### src/rtl/vblank_update_scheduler.sv
// Grants game-logic updaters exclusive, one-at-a-time access to frame state during vertical blanking.
// Optional: define ROUND_ROBIN_EN for rotating search priority; default build is fixed lowest-index priority.
module vblank_update_scheduler #(
  parameter int unsigned NUM_REQ       = 4,
  parameter int unsigned OPEN_LINE     = 480,
  parameter int unsigned CLOSE_LINE    = 522,
  parameter int unsigned GRANT_TIMEOUT = 2048
) (
  input  logic               clk,
  input  logic               reset,
  input  logic [9:0]         hpos,
  input  logic [9:0]         vpos,
  input  logic [NUM_REQ-1:0] req,
  input  logic [NUM_REQ-1:0] done,
  output logic [NUM_REQ-1:0] grant,
  output logic               window_open,
  output logic [7:0]         frame_count,
  output logic [NUM_REQ-1:0] missed_mask
);

  localparam int unsigned IW = (NUM_REQ > 1) ? $clog2(NUM_REQ) : 1;
  localparam int unsigned TW = (GRANT_TIMEOUT > 1) ? $clog2(GRANT_TIMEOUT) : 1;

  typedef enum logic [1:0] {
    S_IDLE,
    S_SCAN,
    S_GRANT,
    S_DRAIN
  } state_t;

  state_t             state_q, state_d;
  logic [NUM_REQ-1:0] grant_q, grant_d;
  logic               window_open_q, window_open_d;
  logic [7:0]         frame_count_q, frame_count_d;
  logic [NUM_REQ-1:0] missed_q, missed_d;
  logic [NUM_REQ-1:0] pending_q, pending_d;
  logic [TW-1:0]      tmo_cnt_q, tmo_cnt_d;
`ifdef ROUND_ROBIN_EN
  logic [IW-1:0]      last_q, last_d;
`endif

  logic               open_ev;
  logic               close_ev;
  logic               done_hit;
  logic               tmo_hit;
  logic               pick_found;
  logic [IW-1:0]      pick_idx;
  logic [NUM_REQ-1:0] pick_onehot;
  int                 cand;

  assign open_ev  = (hpos == 10'd0) && (vpos == 10'(OPEN_LINE));
  assign close_ev = (hpos == 10'd0) && (vpos == 10'(CLOSE_LINE));
  assign done_hit = |(done & grant_q);
  assign tmo_hit  = (tmo_cnt_q == TW'(GRANT_TIMEOUT - 1));

  // Next requester to serve: first pending bit found from the search start.
  always_comb begin
    pick_found  = 1'b0;
    pick_idx    = '0;
    pick_onehot = '0;
    cand        = 0;
    for (int i = 0; i < int'(NUM_REQ); i++) begin
`ifdef ROUND_ROBIN_EN
      cand = (int'(last_q) + 1 + i) % int'(NUM_REQ);
`else
      cand = i;
`endif
      if (!pick_found && pending_q[IW'(cand)]) begin
        pick_found = 1'b1;
        pick_idx   = IW'(cand);
      end
    end
    for (int i = 0; i < int'(NUM_REQ); i++) begin
      pick_onehot[IW'(i)] = (pick_idx == IW'(i));
    end
  end

  always_comb begin
    state_d       = state_q;
    grant_d       = grant_q;
    window_open_d = window_open_q;
    frame_count_d = frame_count_q;
    missed_d      = missed_q;
    pending_d     = pending_q;
    tmo_cnt_d     = tmo_cnt_q;
`ifdef ROUND_ROBIN_EN
    last_d        = last_q;
`endif
    case (state_q)
      S_IDLE: begin
        if (open_ev) begin
          state_d       = S_SCAN;
          pending_d     = req;
          window_open_d = 1'b1;
          frame_count_d = frame_count_q + 8'd1;
          missed_d      = '0;
        end
      end
      S_SCAN: begin
        if (close_ev) begin
          state_d       = S_IDLE;
          window_open_d = 1'b0;
          missed_d      = missed_q | pending_q;
          pending_d     = '0;
        end else if (pick_found) begin
          state_d   = S_GRANT;
          grant_d   = pick_onehot;
          pending_d = pending_q & ~pick_onehot;
          tmo_cnt_d = '0;
`ifdef ROUND_ROBIN_EN
          last_d    = pick_idx;
`endif
        end else begin
          state_d = S_DRAIN;
        end
      end
      S_GRANT: begin
        // A done on the close edge still counts as completed.
        if (close_ev) begin
          state_d       = S_IDLE;
          grant_d       = '0;
          window_open_d = 1'b0;
          missed_d      = missed_q | pending_q | (done_hit ? '0 : grant_q);
          pending_d     = '0;
        end else if (done_hit) begin
          state_d = S_SCAN;
          grant_d = '0;
        end else if (tmo_hit) begin
          state_d  = S_SCAN;
          grant_d  = '0;
          missed_d = missed_q | grant_q;
        end else begin
          tmo_cnt_d = tmo_cnt_q + TW'(1);
        end
      end
      S_DRAIN: begin
        if (close_ev) begin
          state_d       = S_IDLE;
          window_open_d = 1'b0;
          missed_d      = missed_q | pending_q;
          pending_d     = '0;
        end
      end
      default: begin
        state_d = S_IDLE;
        grant_d = '0;
      end
    endcase
  end

  always_ff @(posedge clk) begin
    if (!reset) begin
      state_q       <= S_IDLE;
      grant_q       <= '0;
      window_open_q <= 1'b0;
      frame_count_q <= 8'd0;
      missed_q      <= '0;
      pending_q     <= '0;
      tmo_cnt_q     <= '0;
`ifdef ROUND_ROBIN_EN
      last_q        <= IW'(NUM_REQ - 1);
`endif
    end else begin
      state_q       <= state_d;
      grant_q       <= grant_d;
      window_open_q <= window_open_d;
      frame_count_q <= frame_count_d;
      missed_q      <= missed_d;
      pending_q     <= pending_d;
      tmo_cnt_q     <= tmo_cnt_d;
`ifdef ROUND_ROBIN_EN
      last_q        <= last_d;
`endif
    end
  end

  assign grant       = grant_q;
  assign window_open = window_open_q;
  assign frame_count = frame_count_q;
  assign missed_mask = missed_q;

endmodule

### config.mk
export PLATFORM = sky130hd
export DESIGN_NAME = vblank_update_scheduler
export DESIGN_NICKNAME = d
export VERILOG_FILES = /design/src/rtl/vblank_update_scheduler.sv
export SDC_FILE = /design/constraint.sdc
export NUM_CORES = 1
export LEC_CHECK = 0
export CORE_ASPECT_RATIO = 2
export CORE_MARGIN = 8
export CORE_UTILIZATION = 35
export CTS_CLUSTER_DIAMETER = 100
export DETAILED_ROUTE_END_ITERATION = 16
export HOLD_SLACK_MARGIN = 0.1
export MAX_ROUTING_LAYER = met4
export PLACE_DENSITY = 0.62
export SLEW_MARGIN = 20
export SYNTH_ARGS = -nofsm -noshare
export SYNTH_HDL_FRONTEND = slang
export SYNTH_SLANG_ARGS = --single-unit
### constraint.sdc
create_clock -name clk -period 2.8 [get_ports clk]
set_clock_uncertainty 0.05 [all_clocks]
set_input_delay 0.28 -clock clk [delete_from_list [all_inputs] [get_ports clk]]
set_output_delay 0.28 -clock clk [all_outputs]
set_load 0.005 [all_outputs]
==> flow_metrics.py <==
metrics = {
    "cells_and_area": {
        "finish.utilization_pct": 47.3,
        "fill_cells": 544,
        "layout-area-overhead-vs-synth_pct": 31.8,
        "drive_gt1_share_pct": 8.99,
        "antenna_cells": 0,
        "finalInstanceArea_mm2": 0.00252,
        "layout.nets": 303,
    },
    "yosys": {
        "synthesis.area_mm2": 0.00191,
        "yosys_register_bits": 32,
        "synth_top_area_share_pct": 33.6,
        "syn-instance-count": 220,
        "synthFlopType": "dfxtp_1",
        "ys_seq_area_share_pct": 33.6,
        "yosys.area.top_type": "dfxtp_1",
        "synth_edf_count": 0,
        "synth_mux_area_share_pct": 0.524,
        "synth_warnings": 0,
        "synth.avg_cell_area_um2": 8.68,
        "synth_adder_area_share_pct": 4.59,
        "yosysUniqueCellTypes": 55,
        "synth_compound_area_share_pct": 21.6,
        "async_flop_share_pct": 0,
        "synth_top_family_by_area": "simple AND/OR/NAND/NOR gates",
        "synthSimpleGateAreaFrac_pct": 30.6,
        "yosys-top-cells-area": "dfxtp_1 34%, nand2_1 4.9%, ha_1 4.6%",
        "synth-xor-area-share_pct": 4.59,
    },
    "worst_setup_path": {
        "crit_type": "flop to flop",
        "cp_max_fo": 11,
        "critPathRequiredTime_ns": 2.93,
        "endpoint_kind": "flop",
        "crit_start": "state_q[1]",
        "reg2reg_depth": 8,
        "reg2reg_from": "state_q[1]",
        "startpoint_type": "flop",
        "ff2ff_setup_slack_ns": 0.52,
        "timing.rr.end": "tmo_cnt_q[8]",
        "crit_arrival_ns": 2.41,
        "endpoint": "tmo_cnt_q[8]",
    },
    "floorplanning": {
        "die_area_mm2": 0.00822,
        "core-area_mm2": 0.00533,
        "dieWidth_um": 68.2,
        "rows": 38,
        "initial_core_util_pct": 35.9,
        "die_y_um": 120,
        "ioPinCount": 47,
    },
    "placement": {
        "gp_congestion": 0.819,
        "place_area_mm2": 0.00240,
        "preCtsSetupSlack_ns": 0.208,
        "place_hpwl_mm": 3.62,
        "io_buffer_count": 42,
    },
    "power": {
        "p_per_area_mw_per_mm2": 547,
        "ir_drop_uv": 604,
        "p_leak_nw": 0.887,
    },
    "route": {
        "drt-initial-drc-count": 77,
        "routed_wl_mm": 4.60,
        "drtPass1Iterations": 4,
        "vias": 1802,
        "drc_errors": 0,
        "ant_nets": 0,
        "vias_per_cell": 5.51,
        "wire_per_inst_um": 14.1,
    },
    "cts": {
        "cts_buffers": 5,
        "cts_buffer_depth": 2,
        "htreeDepth": 2,
        "post-cts-setup-buffers": 0,
        "path_clk_slew_ns": 0.07,
        "cts_sinks": 32,
        "cts_tree": "yes",
        "clk_latency_ns": 0.28,
        "root_buffer": "clkbuf_8",
        "post_cts_resized": 0,
        "ctsHoldBuffers": 0,
    },
    "timing": {
        "layout_min_cycle_time_ns": 2.28,
        "maxSlewHeadroom_pct": 63.8,
        "min_period_over_period_pct": 81.5,
        "setup_viol": 0,
        "worst_slack_ns": 0.519,
        "rsz0062_at_grt": "false",
        "max_freq_ghz": 0.438,
        "setup_tns_ns": 0,
        "finalHoldViolations": 0,
        "finalMaxSlewViolations": 0,
        "worst_slew_pin_slew_ns": 0.543,
    },
    "global_routing": {
        "grt.overflow.total": 0,
        "grt_pass1_wl_mm": 7.98,
        "grt_max_degree": 29,
        "antenna_found_initial": 0,
        "first_global_vias": 1815,
        "grtUsageTotal_pct": 12.2,
    },
    "run": {
        "max-cap-violations": 0,
    },
    "run_status": {
        "run_status": "finished, final reports clean",
    },
    "min_path": {
        "hp-class": "flop to flop",
    },
}
-- placed cells by master, fill, tap and decap left out, types with 3 or more instances in the layout --
cell	count
inv_1	7
and3_1	5
clkbuf_8	5
ha_1	7
a21oi_1	5
and2_1	6
o2111ai_1	3
nand2_1	25
o21ai_0	12
xnor2_1	8
buf_4	7
nor3_1	7
clkdlybuf4s50_1	42
nand3_1	5
nor2_1	10
nor4_1	4
nand4_1	7
a211oi_1	4
dfxtp_1	32
o2bb2ai_1	3
a21boi_0	4
nor2b_1	5
nor3b_1	5
o32ai_1	3
-- Yosys cell counts (3+ instances only) --
master     number
o2111ai_1       3
nor2b_1         5
buf_2           6
nor2_1         10
nand4_1         7
ha_1            7
dfxtp_1        32
and2_1          6
xnor2_1         8
clkbuf_1        3
nor3b_1         5
inv_1           7
nor4_1          4
a21boi_0        4
a211oi_1        4
nand3_1         5
o2bb2ai_1       3
nand2_1        25
a21oi_1         5
o32ai_1         3
o21ai_0        12
nor3_1          7
and3_1          5
-- flip-flops by register name, summed over array words and instances (netlist names) --
signal,count
state_q,2
window_open,1
frame_count,8
tmo_cnt_q,11
grant,2
missed_mask,4
pending_q,4
-- area by class of cell --
| cell class | count | area, µm² | share of cell area [%] |
|---|---|---|---|
| Clock buffer | 5 | 68.8 | 2.73 |
| Clock inverter | 3 | 42.5 | 1.69 |
| Inverter | 7 | 26.3 | 1.04 |
| Multi-Input combinational cell | 171 | 1190 | 47.3 |
| Sequential cell | 32 | 641 | 25.5 |
| Tap cell | 60 | 75.1 | 2.98 |
| Timing Repair Buffer | 49 | 473 | 18.8 |
-- through the flow --
stage | hold WS [ns] | cells | power [W]
3_3_place_gp | 0.388 | 319 | 0.000937
6_report | 0.410 | 327 | 0.00138
4_1_cts | 0.406 | 327 | 0.00139
2_1_floorplan | 0.376 | 221 | 0.000785
3_5_place_dp | 0.397 | 319 | 0.000944
5_1_grt | 0.425 | 327 | 0.00147
-- kinds of logic (layout without fill, tap and decap cells) --
| kind of cell | after synthesis | after routing |
|---|---|---|
| AND/OR/NAND/NOR | 97 | 97 |
| flip-flops | 32 | 32 |
| XOR/XNOR | 10 | 10 |
| other | 1 | 2 |
| multiplexers | 1 | 1 |
| AO/OA/AOI/OAI | 54 | 54 |
| buffers and inverters | 18 | 64 |
| adder cells (fa/ha/maj) | 7 | 7 |
-- worst min-delay path by stage --
stage / from / end / slack (ns) / cells after the start
6_report: tmo_cnt_q[10] / tmo_cnt_q[10] / 0.41 / 2
5_1_grt: tmo_cnt_q[10] / tmo_cnt_q[10] / 0.42 / 2
4_1_cts: tmo_cnt_q[10] / tmo_cnt_q[10] / 0.41 / 2
3_5_place_dp: tmo_cnt_q[10] / tmo_cnt_q[10] / 0.40 / 2
3_3_place_gp: tmo_cnt_q[10] / tmo_cnt_q[10] / 0.39 / 2
2_1_floorplan: tmo_cnt_q[10] / tmo_cnt_q[10] / 0.38 / 2
-- power by group --
| part | internal (W) | switching [W] | total (W) |
|---|---|---|---|
| Sequential | 0.000486 | 0.0000310 | 0.000517 |
| Clock | 0.000263 | 0.000179 | 0.000443 |
| Combinational | 0.000182 | 0.000234 | 0.000416 |
-- worst max-delay path, stage by stage (launching register included) --
cell and delay [ns]:
dfxtp_1 0.34, inv_1 0.11, ha_1 0.34, nor3b_1 0.38, nand2b_1 0.39, nand2b_1 0.26
nor4_1 0.09, xnor2_1 0.16, nor2_1 0.05
-- metal layers --
metal	vias to the layer above	global-route usage (%)	part of all wire, %
met1	839	13.9	43
met3	4	3.52	7.2
met5	-	-	0
li1	905	-	-
met4	0	4.26	1.1
met2	54	19.6	48
Note: power is estimated with default switching activity, not from simulation.
